==> src/rtl/fetch_pkg.sv <==
// fetch_pkg: shared FSM state codes, default constants and IF/ID slot type for the fetch stage
package fetch_pkg;
    localparam logic [1:0] IDLE  = 2'd0;
    localparam logic [1:0] FETCH = 2'd1;
    localparam logic [1:0] HOLD  = 2'd2;
    localparam logic [1:0] DROP  = 2'd3;
    localparam logic [31:0] DEFAULT_NOP      = 32'h0000_0013;
    localparam logic [31:0] DEFAULT_RESET_PC = 32'h0000_0000;
    typedef struct packed {
        logic        valid;
        logic [31:0] pc;
        logic [31:0] instr;
    } slot_t;
    function automatic logic [31:0] word_align(input logic [31:0] a);
        return {a[31:2], 2'b00};
    endfunction
endpackage

==> src/rtl/fetch_if.sv <==
// fetch_if: instruction-memory req/ready handshake
//   req/addr driven by the fetch unit (master), ready/data by memory (slave)
interface fetch_if;
    logic        req;
    logic [31:0] addr;
    logic        ready;
    logic [31:0] data;
    modport master (output req, addr, input ready, data);
    modport slave  (input req, addr, output ready, data);
endinterface

==> src/rtl/fetch_skid_buf.sv <==
// fetch_skid_buf: single-entry {valid, pc, instr} holding buffer for a response that arrives during a stall
//   clk_i/rst_i clock and active-low sync reset; load_i/unload_i/clear_i controls; pc_i/instr_i entry; slot_o contents
module fetch_skid_buf
    import fetch_pkg::*;
(
    input  logic        clk_i,
    input  logic        rst_i,
    input  logic        load_i,
    input  logic        unload_i,
    input  logic        clear_i,
    input  logic [31:0] pc_i,
    input  logic [31:0] instr_i,
    output slot_t       slot_o
);
    always_ff @(posedge clk_i) begin
        if (!rst_i)
            slot_o <= '0;
        else if (clear_i || unload_i)
            slot_o.valid <= 1'b0;
        else if (load_i)
            slot_o <= '{1'b1, pc_i, instr_i};
    end
endmodule

==> src/rtl/fetch_unit.sv <==
// fetch_unit: IF stage owning the PC, the imem handshake FSM and the IF/ID register
//   clk_i/rst_i clock and active-low sync reset; stall_i hold; flush_i/target_i redirect from ID
//   imem master handshake; valid_o/pc_o/instr_o IF/ID register towards decode
module fetch_unit
    import fetch_pkg::*;
#(
    parameter logic [31:0] RESET_PC  = DEFAULT_RESET_PC,
    parameter logic [31:0] NOP_INSTR = DEFAULT_NOP
) (
    input  logic        clk_i,
    input  logic        rst_i,
    input  logic        stall_i,
    input  logic        flush_i,
    input  logic [31:0] target_i,
    fetch_if.master     imem,
    output logic        valid_o,
    output logic [31:0] pc_o,
    output logic [31:0] instr_o
);
    logic [1:0]  state, state_n;
    logic [31:0] pc, drop_addr;
    slot_t       ifid, skid;
    logic        busy, deliver, skid_load, resume;

    assign busy      = state == FETCH || state == DROP;
    assign deliver   = state == FETCH && imem.ready && !stall_i && !flush_i;
    assign skid_load = state == FETCH && imem.ready && stall_i && !flush_i;
    assign resume    = state == HOLD && !stall_i && !flush_i;
    // DROP keeps presenting the abandoned address while pc already holds the redirect target
    assign imem.req  = busy;
    assign imem.addr = state == DROP ? drop_addr : pc;
    assign valid_o   = ifid.valid;
    assign pc_o      = ifid.pc;
    assign instr_o   = ifid.instr;

    always_comb begin
        state_n = flush_i          ? (busy && !imem.ready ? DROP : FETCH) :
                  state == FETCH   ? (skid_load ? HOLD : FETCH) :
                  state == HOLD    ? (stall_i ? HOLD : FETCH) :
                  state == DROP    ? (imem.ready ? FETCH : DROP) : FETCH;
    end

    always_ff @(posedge clk_i) begin
        if (!rst_i) begin
            state     <= IDLE;
            pc        <= RESET_PC;
            drop_addr <= RESET_PC;
            ifid      <= '{1'b0, 32'h0, NOP_INSTR};
        end else begin
            state <= state_n;
            pc    <= flush_i ? word_align(target_i) : (deliver || resume) ? pc + 32'd4 : pc;
            if (flush_i && state == FETCH)
                drop_addr <= pc;
            ifid  <= deliver              ? '{1'b1, pc, imem.data} :
                     resume               ? skid :
                     stall_i && !flush_i  ? ifid : '{1'b0, 32'h0, NOP_INSTR};
        end
    end

    fetch_skid_buf u_skid (
        .clk_i    (clk_i),
        .rst_i    (rst_i),
        .load_i   (skid_load),
        .unload_i (resume),
        .clear_i  (flush_i),
        .pc_i     (pc),
        .instr_i  (imem.data),
        .slot_o   (skid)
    );
endmodule
==> src/flat_wrapper.sv <==
// flat-port wrapper written by rule: the top's interface ports become plain ports
module fetch_unit_flat import fetch_pkg::*;
#(
    parameter logic [31:0] RESET_PC  = DEFAULT_RESET_PC,
    parameter logic [31:0] NOP_INSTR = DEFAULT_NOP
)
  (clk_i, rst_i, stall_i, flush_i, target_i, valid_o, pc_o, instr_o, imem_req, imem_addr, imem_ready, imem_data);
  fetch_if imem_i ();
  input  logic clk_i;
  input  logic rst_i;
  input  logic stall_i;
  input  logic flush_i;
  input  logic [31:0] target_i;
  output logic valid_o;
  output logic [31:0] pc_o;
  output logic [31:0] instr_o;
  output wire logic [$bits(imem_i.req)-1:0] imem_req;
  output wire logic [$bits(imem_i.addr)-1:0] imem_addr;
  input wire logic [$bits(imem_i.ready)-1:0] imem_ready;
  input wire logic [$bits(imem_i.data)-1:0] imem_data;
  assign imem_req = imem_i.req;
  assign imem_addr = imem_i.addr;
  assign imem_i.ready = imem_ready;
  assign imem_i.data = imem_data;
  fetch_unit #(.RESET_PC(RESET_PC), .NOP_INSTR(NOP_INSTR)) u_core (.clk_i(clk_i), .rst_i(rst_i), .stall_i(stall_i), .flush_i(flush_i), .target_i(target_i), .imem(imem_i), .valid_o(valid_o), .pc_o(pc_o), .instr_o(instr_o));
endmodule
==> config.mk <==
export PLATFORM = sky130hd
export DESIGN_NAME = fetch_unit_flat
export DESIGN_NICKNAME = d
export VERILOG_FILES = /design/src/rtl/fetch_pkg.sv /design/src/rtl/fetch_if.sv /design/src/rtl/fetch_skid_buf.sv /design/src/rtl/fetch_unit.sv /design/src/flat_wrapper.sv
export SDC_FILE = /design/constraint.sdc
export NUM_CORES = 1
export LEC_CHECK = 0
export CAP_MARGIN = 20
export CORE_MARGIN = 8
export CORE_UTILIZATION = 30
export CTS_BUF_LIST = sky130_fd_sc_hd__clkbuf_8 sky130_fd_sc_hd__clkbuf_16
export DETAILED_ROUTE_END_ITERATION = 16
export GPL_TIMING_DRIVEN = 1
export HOLD_SLACK_MARGIN = 0.15
export PLACE_DENSITY = 0.62
export SETUP_SLACK_MARGIN = 0.5
export SYNTH_ARGS = -nofsm -noshare
export SYNTH_HDL_FRONTEND = slang
export SYNTH_SLANG_ARGS = --single-unit
==> constraint.sdc <==
create_clock -name clk_i -period 1.8 [get_ports clk_i]
set_clock_uncertainty 0.05 [all_clocks]
set_input_delay 0.18 -clock clk_i [delete_from_list [all_inputs] [get_ports clk_i]]
set_output_delay 0.18 -clock clk_i [all_outputs]
set_load 0.005 [all_outputs]
==> metrics.md <==
| Metric | Value |
|---|---|
| Peak clock frequency supported by timing | 533 MHz |
| Top cells by area in the synthesized netlist | sky130_fd_sc_hd__dfxtp_1 46%, sky130_fd_sc_hd__nand2_1 9.5%, sky130_fd_sc_hd__a21boi_0 8.5%, sky130_fd_sc_hd__a222oi_1 7.2%, sky130_fd_sc_hd__nor2b_1 4.8% |
| Share of the clock period used by the worst path | 104% |
| Routed length per placed instance | 20.2 um |
| Number of antenna violations at the first check in global routing | 0 |
| Cell count of the worst reg-to-reg path | 10 |
| Critical path startpoint category | register |
| Via density | 5.24 |
| Mean instance size in the synthesized netlist | 8.91 um^2 |
| FFs w/ async S/R, synth | 0% |
| Critical Path RT | 2.09 ns |
| Internal reg-to-reg setup slack | -0.08 ns |
| Standard-cell rows | 60 |
| Combinational share of power | 15.1% |
| Die Height | 181 um |
| Clock period minus worst slack | 1.88 ns |
| Final WS setup | -0.0768 ns |
| Total routed wirelength | 30,300 um |
| Count of buffer and inverter cells on the critical path | 6 |
| Core area | 26,900 um^2 |
| Antenna diode instance count | 0 |
| CTS tree | yes |
| Tightest Pin Transition | 0.693 ns |
| Antenna Nets Post-Route | 0 |
| Sequential share of power | 45.7% |
| Pin count of the biggest net entering global routing | 54 |
| First-pass detailed-route iteration total | 7 |
| Synthesized instance count | 916 |
| Violations in the final reports | negative setup slack |
| Final slew viol count | 0 |
| Number of gates on the worst path with buffers counted | 10 |
| Proportion of total power due to net switching | 27.8% |
| Number of cells traversed by the worst hold path | 3 |
| Detailed-route via count | 7,861 |
| CTS clock-pin slew for the worst setup and hold paths | 0.07 ns |
| Final design utilization | 49.3% |
| Area leader, netlist | sky130_fd_sc_hd__dfxtp_1 |
| EDFF count, synth | 0 |
| Clock sink count | 188 |
| Largest family of logic cells by synthesized area | compound AO/OA/AOI/OAI gates |
| Yosys Warn Count | 0 |
| Psw | 2670 uW |
| Simple-gate share of the synthesized area | 20.1% |
| Sequential cell area fraction in the yosys report | 46.1% |
| Proportion of synthesized area in mux cells | 4.87% |
| Status | finished with violations |
| Area of the mapped netlist | 8160 um^2 |
| Final Hold Fails | 0 |
| Number of maximum-capacitance constraint violations | 0 |
| Wire length of the first global-routing pass | 44,900 um |
| Most frequent cell on the critical path | sky130_fd_sc_hd__buf_6 |
| Number of buffers inserted during clock tree synthesis | 17 |
| Peak ir drop on the vdd network | 0.000396 V |
| Type of the setup path with the least slack | reg2reg |
| Capturing element type of the critical path | register |
| Fill cells | 2,417 |
| Worst slew margin relative to its limit | 53.6% |
| Skew-Pair Late Insertion Delay | 0.45 ns |
| Category of cells accounting for the largest share of critical-path delay | buffers and inverters |
| Number of remaining DRC errors | 0 |
| Overflow left after global routing | 0 |
| Static power due to leakage | 0.00515 uW |
| Maximum level of the CTS H-tree | 4 |
| All-layer global routing usage | 17.4% |
| Ordered list of cells on the worst path | buf_6, buf_6, nand3b_4, buf_6, buf_6, buf_6, nand2b_4, clkbuf_16, nand2_2, a21boi_1 |
| XOR/XNOR Fraction of Synth Area | 2.47% |
| Slowest stage delay, CP | 0.38 ns |
| # port buffers | 160 |
| Number of endpoints failing setup at the final stage | 123 |
| Internal Pwr Total | 6910 uW |
| Number of design-rule violations left by the first detailed-router iteration | 823 |
| Area fraction in compound gates after synthesis | 21.2% |
| Largest fanout on the critical path | 7 |
| Cell at the slowest stage of the critical path | sky130_fd_sc_hd__dfxtp_4 |
| Area growth from synthesis to layout | 62.2% |
| Ports placed on the boundary | 167 |
| Die width | 181 um |
| Post-Route Hold Slack | 0.179 ns |
| RSZ-0062 raised after global routing | yes |
| Net count of the finished layout | 1,216 |
| RePlAce Congestion | 0.821 |
| Max Buffers Root-to-Sink | 2 |
| Starting Density | 30.4% |
| Clk network pwr share | 39.2% |
| Most frequent cell after synthesis | sky130_fd_sc_hd__nand2_1 |
| Area enclosed by the die boundary | 32,700 um^2 |
| Number of register bits inferred by synthesis | 188 |
| Count of distinct cell types in the synthesized netlist | 51 |
| Ratio of total power to cell area | 723 nW/um^2 |
| Share of synthesized cell area in full adder, half adder and majority cells | 0.153% |
| Post-synth top flop | sky130_fd_sc_hd__dfxtp_1 |
| Number of global-route vias before repair | 7,633 |
| Estimated wirelength of the detail-placed design | 17,900 um |
| Area share of the largest cell type after synthesis | 46.1% |
| Hold Crit Class | in2reg |
| Share of post-route cells with drive strength above 1 | 35.2% |
| Synth top cells by count | 206 x sky130_fd_sc_hd__nand2_1, 188 x sky130_fd_sc_hd__dfxtp_1, 92 x sky130_fd_sc_hd__a21boi_0 |
| Clock root buffer master | sky130_fd_sc_hd__clkbuf_16 |
| Crit path arrival time | 2.16 ns |
==> power by group through the flow <==
stage,Clock [uW],Combinational (uW),Sequential (uW)
2_1_floorplan,0,550,4420
3_3_place_gp,0,1090,4450
3_5_place_dp,0,1100,4460
4_1_cts,3800,1320,4370
5_1_grt,3980,1530,4390
6_report,3750,1450,4380
==> state kept, by name, summed over array words and instances (netlist names) <==
signal                count
u_core.drop_addr         30
u_core.instr_o           32
u_core.pc                30
u_core.pc_o              30
u_core.state              2
u_core.u_skid.slot_o     63
u_core.valid_o            1
==> layer usage <==
layer  global-route usage, %  up-vias  part of all wire [%]
li1                        -     3709                     -
met1                    22.3     3866                    43
met2                    28.2      249                    49
met3                    4.59       35                   5.9
met4                    5.05        2                   1.7
met5                    1.38        -                  0.19
==> tightest hold or removal path, stage by stage <==
cell and delay, ns:
sky130_fd_sc_hd__buf_4 0.18, sky130_fd_sc_hd__nand2_1 0.18, sky130_fd_sc_hd__o2bb2ai_1 0.08
==> stage by stage <==
stage	power [uW]	area, um^2	TNS [ns]	worst slack (ns)	instances
3_5_place_dp	5550	10800	-17.56	-0.190	1402
5_1_grt	9900	13200	-15.05	-0.136	1500
3_3_place_gp	5550	10800	-14.81	-0.168	1402
2_1_floorplan	4970	8460	0	0.0775	919
4_1_cts	9490	12500	-3.10	-0.0652	1475
6_report	9580	13200	-5.17	-0.0768	1500
==> cell usage in the layout (no fill, tap or decap), types with 6 or more instances in the layout <==
cell,count
sky130_fd_sc_hd__nand2_1,152
sky130_fd_sc_hd__dfxtp_1,144
sky130_fd_sc_hd__a21boi_1,77
sky130_fd_sc_hd__clkdlybuf4s50_1,64
sky130_fd_sc_hd__nor2b_1,62
sky130_fd_sc_hd__buf_6,61
sky130_fd_sc_hd__a222oi_1,59
sky130_fd_sc_hd__buf_4,55
sky130_fd_sc_hd__dfxtp_2,37
sky130_fd_sc_hd__buf_12,32
sky130_fd_sc_hd__mux2_4,30
sky130_fd_sc_hd__nand2_2,30
sky130_fd_sc_hd__dlygate4sd2_1,30
sky130_fd_sc_hd__clkbuf_16,25
sky130_fd_sc_hd__nand2_4,23
sky130_fd_sc_hd__o21ai_0,22
sky130_fd_sc_hd__clkdlybuf4s15_1,21
sky130_fd_sc_hd__nand4_1,17
sky130_fd_sc_hd__a21oi_1,17
sky130_fd_sc_hd__a21boi_2,15
sky130_fd_sc_hd__buf_16,14
sky130_fd_sc_hd__xnor2_1,11
sky130_fd_sc_hd__xor2_1,10
sky130_fd_sc_hd__clkbuf_2,8
sky130_fd_sc_hd__o21ai_1,7
sky130_fd_sc_hd__dfxtp_4,7
sky130_fd_sc_hd__nor3_4,6
sky130_fd_sc_hd__nor2_1,6
sky130_fd_sc_hd__mux2i_1,6
==> repair_timing <==
action,in CTS,in global routing
endpoints found under the hold margin,20,0
cloned,15,8
hold buffers,2,0
setup buffers,24,17
gates resized for setup,402,175
pin swaps,60,78
endpoints found under the setup margin,281,252
==> worst paths after layout <==
kind                                                         endpoint                         startpoint
worst max-delay path            u_core.u_skid.slot_o[55]$_SDFFE_PN0P_         u_core.state[0]$_SDFF_PN0_
worst min-delay path                       u_core.pc[29]$_SDFFE_PN0P_                              rst_i
worst max register to register  u_core.u_skid.slot_o[55]$_SDFFE_PN0P_         u_core.state[0]$_SDFF_PN0_
worst min register to register      u_core.drop_addr[11]$_SDFFE_PN0P_  u_core.drop_addr[11]$_SDFFE_PN0P_
==> final cells by class <==
class,instances,area (um^2),area share (%)
clock buffers,17,425,3.21
well taps,341,427,3.22
multi-input cells,631,4770,36.0
clock inverters,15,151,1.14
flip-flops and latches,188,3840,29.0
inverters,3,11.3,0.0850
repair buffers,305,3620,27.4
==> cell families (layout without fill, tap and decap cells) <==
group	count (synthesis)	after routing
AO/OA/AOI/OAI	221	221
flip-flops	188	188
adder cells (fa/ha/maj)	1	1
AND/OR/NAND/NOR	346	346
other	1	4
XOR/XNOR	23	23
buffers and inverters	100	340
multiplexers	36	36
No activity file was read; power rests on OpenSTA's default activity.
==> variant 1, RTL diff (same flow settings) <==
Reset style: asynchronous (`rst_i`), changed in 2 clocked blocks. Comments in the files are not updated.
--- a/src/rtl/fetch_skid_buf.sv
+++ b/src/rtl/fetch_skid_buf.sv
@@ -14,3 +14,3 @@
 );
-    always_ff @(posedge clk_i) begin
+    always_ff @(posedge clk_i or negedge rst_i) begin
         if (!rst_i)
--- a/src/rtl/fetch_unit.sv
+++ b/src/rtl/fetch_unit.sv
@@ -42,3 +42,3 @@
 
-    always_ff @(posedge clk_i) begin
+    always_ff @(posedge clk_i or negedge rst_i) begin
         if (!rst_i) begin
Check against the original RTL: differs if rst_i is asserted again (counterexample within 4 cycles, from zero or initial values and one cycle with rst_i low); with rst_i held inactive, the same outputs for 4 cycles.
==> variant 1 against the unedited design <==
  * The flow still finishes with violations (negative setup slack)
  * Worst setup slack worse by 0.17 ns
  * Critical path depth decreased by 3
  * Routed wire length shrank 9.1%
  * Synthesized area is 1.3% higher
  * Die area rose by 1.2%
  * Design area grew 0.28%
  * Sequential cell count increased by 1
  * Sequential share of layout area up 6.7 points
  * Critical path type is now flop to primary output
  * Critical endpoint is now imem_addr[4]
Power is not compared: it rests on default switching activity, and its combinational part moved more than twofold at a synthesized area within 25%.
==> variant 1: results (changes against the unedited design) <==
status complete, but fails checks; failing checks negative setup slack; Netlist cell types 45 (-12%); setup bufs post-CTS 54 (+130%); FF-to-FF path depth 5 (-5); setup TNS -18.60 ns (-13.42 ns); most area-consuming cells after synthesis dfrtp_1, mux2_2, a222oi_1; WL met1 11.9 mm (-10%); post-cts repair resize count 460 (+14%); final worst setup slack -0.250 ns (-0.173 ns); wire length on met2 13.1 mm (-11%); nets 1047 (-14%); dpl cell area 0.0111 mm^2 (+2.7%); grt met2 use 26.7% (-1.5 points); met3 WL 2.07 mm (+16%); gr usage total 16.4% (-1.0 points); Fill cells 2375 (-1.7%); reg2reg end u_core.pc[31]; share of flip-flops with an asynchronous set or reset 100% (+100 points); worst hold path type input pin to async pin; Worst path slowest cell dfrtp_1; DP Worst Slack -0.457 ns (-0.267 ns); register area 0.00473 mm^2 (+23%); post-synthesis sequential area ratio 57.2% (+11 points); Final setup viols 149 (+21%); Avg Inst Size Synth 12.1 um^2 (+35%); largest net degree at the start of global routing 48 (-11%); dpl cells 1208 (-14%); met3 Usage GRT 5.45% (+0.86 points); antenna violations before repair 2 (+2)
variant 1: changes by cell type after synthesis, moves of 14 or more:
cell,before,now
dfxtp_1,188,0
inv_1,3,70
dfrtp_1,0,186
a21oi_1,18,3
mux2_2,30,118
clkbuf_1,75,43
a21boi_0,92,0
nor2b_1,63,1
nand4_1,17,3
nand2_1,206,45
variant 1: logic make-up (layout without fill, tap and decap cells):
family	count (synthesis)	in the layout	share of synthesized area, %
XOR/XNOR	24	24	2.54
flip-flops	189	189	57.2
buffers and inverters	130	434	6.22
AO/OA/AOI/OAI	114	114	11.0
adder cells (fa/ha/maj)	1	1	0.151
AND/OR/NAND/NOR	107	107	6.61
other	1	2	0.0454
multiplexers	119	119	16.2
variant 1: layout make-up:
type                            instances  area share (%)
Clock buffer                           19            3.41
Clock inverter                         13            1.36
Inverter                               70            1.98
Multi-Input combinational cell        367            27.7
Sequential cell                       189            35.6
Tap cell                              341            3.21
Timing Repair Buffer                  332            26.7
==> variant 2, RTL diff (same flow settings) <==
Without the edit above. Add an input register stage for `target_i`, cleared by the reset; this delays it by one clock. The other inputs are not delayed to match.
--- a/src/rtl/fetch_unit.sv
+++ b/src/rtl/fetch_unit.sv
@@ -19,2 +19,13 @@
 );
+
+    logic [31:0] target_q;
+
+    always_ff @(posedge clk_i) begin
+        if (!rst_i) begin
+            target_q <= '0;
+        end else begin
+            target_q <= target_i;
+        end
+    end
+
     logic [1:0]  state, state_n;
@@ -50,3 +61,3 @@
             state <= state_n;
-            pc    <= flush_i ? word_align(target_i) : (deliver || resume) ? pc + 32'd4 : pc;
+            pc    <= flush_i ? word_align(target_q) : (deliver || resume) ? pc + 32'd4 : pc;
             if (flush_i && state == FETCH)
Function: changed (a bounded check fails within 4 cycles, from zero or initial values and one cycle with rst_i low).
==> variant 2 against the unedited design <==
  * The flow still finishes with violations (negative setup slack)
  * Register-to-register slack worse by 0.09 ns
  * Count of clock-buffer cells in the layout grew 13
  * Synthesized cell count up 9.4%
  * Total power increased by 20%
  * Routed wire length grew 0.47%
  * Cell count grew 9.7%
  * Global-route usage fell by 1.0 points
  * Synthesized area is 6.7% higher
  * Design area rose by 1.4%
  * Worst setup slack got worse by 0.12 ns
  * Clock power up 36%
  * Sequential cell count rose by 30
  * Critical endpoint is now imem_addr[9]
  * Largest cell class is now registers
==> variant 2: results (changes against the unedited design) <==
maximum VDD drop 0.563 mV (+42%); worst setup path class flop to primary output; root buffer cell clkbuf_16; Clk pin slew, worst setup/hold paths 0.06 ns; # hold bufs at CTS 9 (+7); post-synthesis sequential area ratio 50.1% (+4.0 points); crit-path max FO 5 (-2); met1 Track Usage GR 22.0% (-0.36 points); most area-consuming cells after synthesis dfxtp_1, nand2_1, a222oi_1; dpl cells 1552 (+11%); post-cts repair resize count 299 (-26%); CP arrival 1.77 ns (-0.39 ns); setup bufs post-CTS 20 (-17%); Final setup viols 43 (-65%); Design Power 11.5 mW (+20%); vias per cell 5.18 (-1.1%); Worst path max stage delay 0.36 ns (-0.02 ns); CTS HTree Levels 1 (-3); Vias 8525 (+8.4%); Avg Inst Size Synth 8.69 um^2 (-2.5%); Sw Ratio 23.5% (-4.4 points); Fill cells 2678 (+11%); met3 Usage GRT 3.65% (-0.94 points); Pleak 5.15 nW (about the same); DP Worst Slack -0.391 ns (-0.200 ns); Commonest cells post-synth dfxtp_1, nand2_1, a21oi_1; Detailed Place HPWL 18.8 mm (+5.4%); WL met1 13.6 mm (+3.1%); Initial DRC Count 998 (+21%); DR WL/cell 18.5 um (-8.4%); DR top layer met4; wire length on met2 14.0 mm (-5.1%); Slew HR 59.9% (+6.3 points); seq pwr 5.04 mW (+15%); max FFs per register 63 (unchanged); RePlAce Congestion 0.821 (about the same); first-pass GRT wire length 47.0 mm (+4.8%); setup TNS -5.10 ns (+0.0726 ns); share of cells above drive strength 1 25.9% (-9.3 points); status complete, but fails checks; combinational gate power 1.31 mW (-9.7%); largest net degree at the start of global routing 118 (+120%); first drt pass iteration count 8 (+1); share of flip-flops with an asynchronous set or reset 0% (unchanged); number of global-route vias before repair 8201 (+7.4%); grt met2 use 26.0% (-2.1 points); CTS Buffer Depth 3 (+1); nets 1314 (+8.1%); gr usage total 16.4% (-1.0 points); final worst setup slack -0.201 ns (-0.125 ns); met3 WL 2.18 mm (+22%); failing checks negative setup slack; dpl cell area 0.0115 mm^2 (+6.5%)
## variant 2: cell count changes in the layout (fill, tap and decap cells not counted), moves of 20 or more
| cell | before | now |
|---|---|---|
| a21boi_1 | 77 | 0 |
| a21oi_1 | 17 | 97 |
| and2_1 | 3 | 31 |
| buf_4 | 55 | 91 |
| clkdlybuf4s15_1 | 21 | 1 |
| clkdlybuf4s50_1 | 64 | 108 |
| dfxtp_1 | 144 | 197 |
| dlygate4sd2_1 | 30 | 0 |
| nand2_1 | 152 | 194 |
| nand2_2 | 30 | 0 |
| nand2_4 | 23 | 1 |
| nor2_1 | 6 | 72 |
| nor2b_1 | 62 | 5 |
## variant 2: worst paths after layout
check / end / slack, ns / depth (start not counted)
max: imem_addr[9] / -0.20 / 6
min reg2reg: u_core.u_skid.slot_o[5] / 0.40 / 2
max reg2reg: u_core.pc[13] / -0.17 / 5
min: u_core.pc[8] / 0.17 / 5
## variant 2: layout make-up
type                    count  area [um^2]  share of cell area, %
well taps                 384          480                   3.58
clock inverters            13          140                   1.04
multi-input cells         678         4360                   32.5
diodes                      1         2.50                 0.0186
flip-flops and latches    218         4400                   32.8
clock buffers              30          694                   5.17
inverters                   7         28.8                  0.214
repair buffers            314         3310                   24.7
## variant 2: logic make-up (layout without fill, tap and decap cells)
kind of cell / count (synthesis) / after routing / share of synthesized area, %
buffers and inverters: 111 / 364 / 5.33
AOI/OAI and AO/OA: 238 / 240 / 18.6
and+or+nand+nor: 398 / 398 / 21.4
xor gates and xnor gates: 5 / 5 / 0.503
adders and majority gates: 1 / 1 / 0.144
muxes: 30 / 30 / 3.88
DFF: 218 / 218 / 50.1
other: 1 / 5 / 0.0430
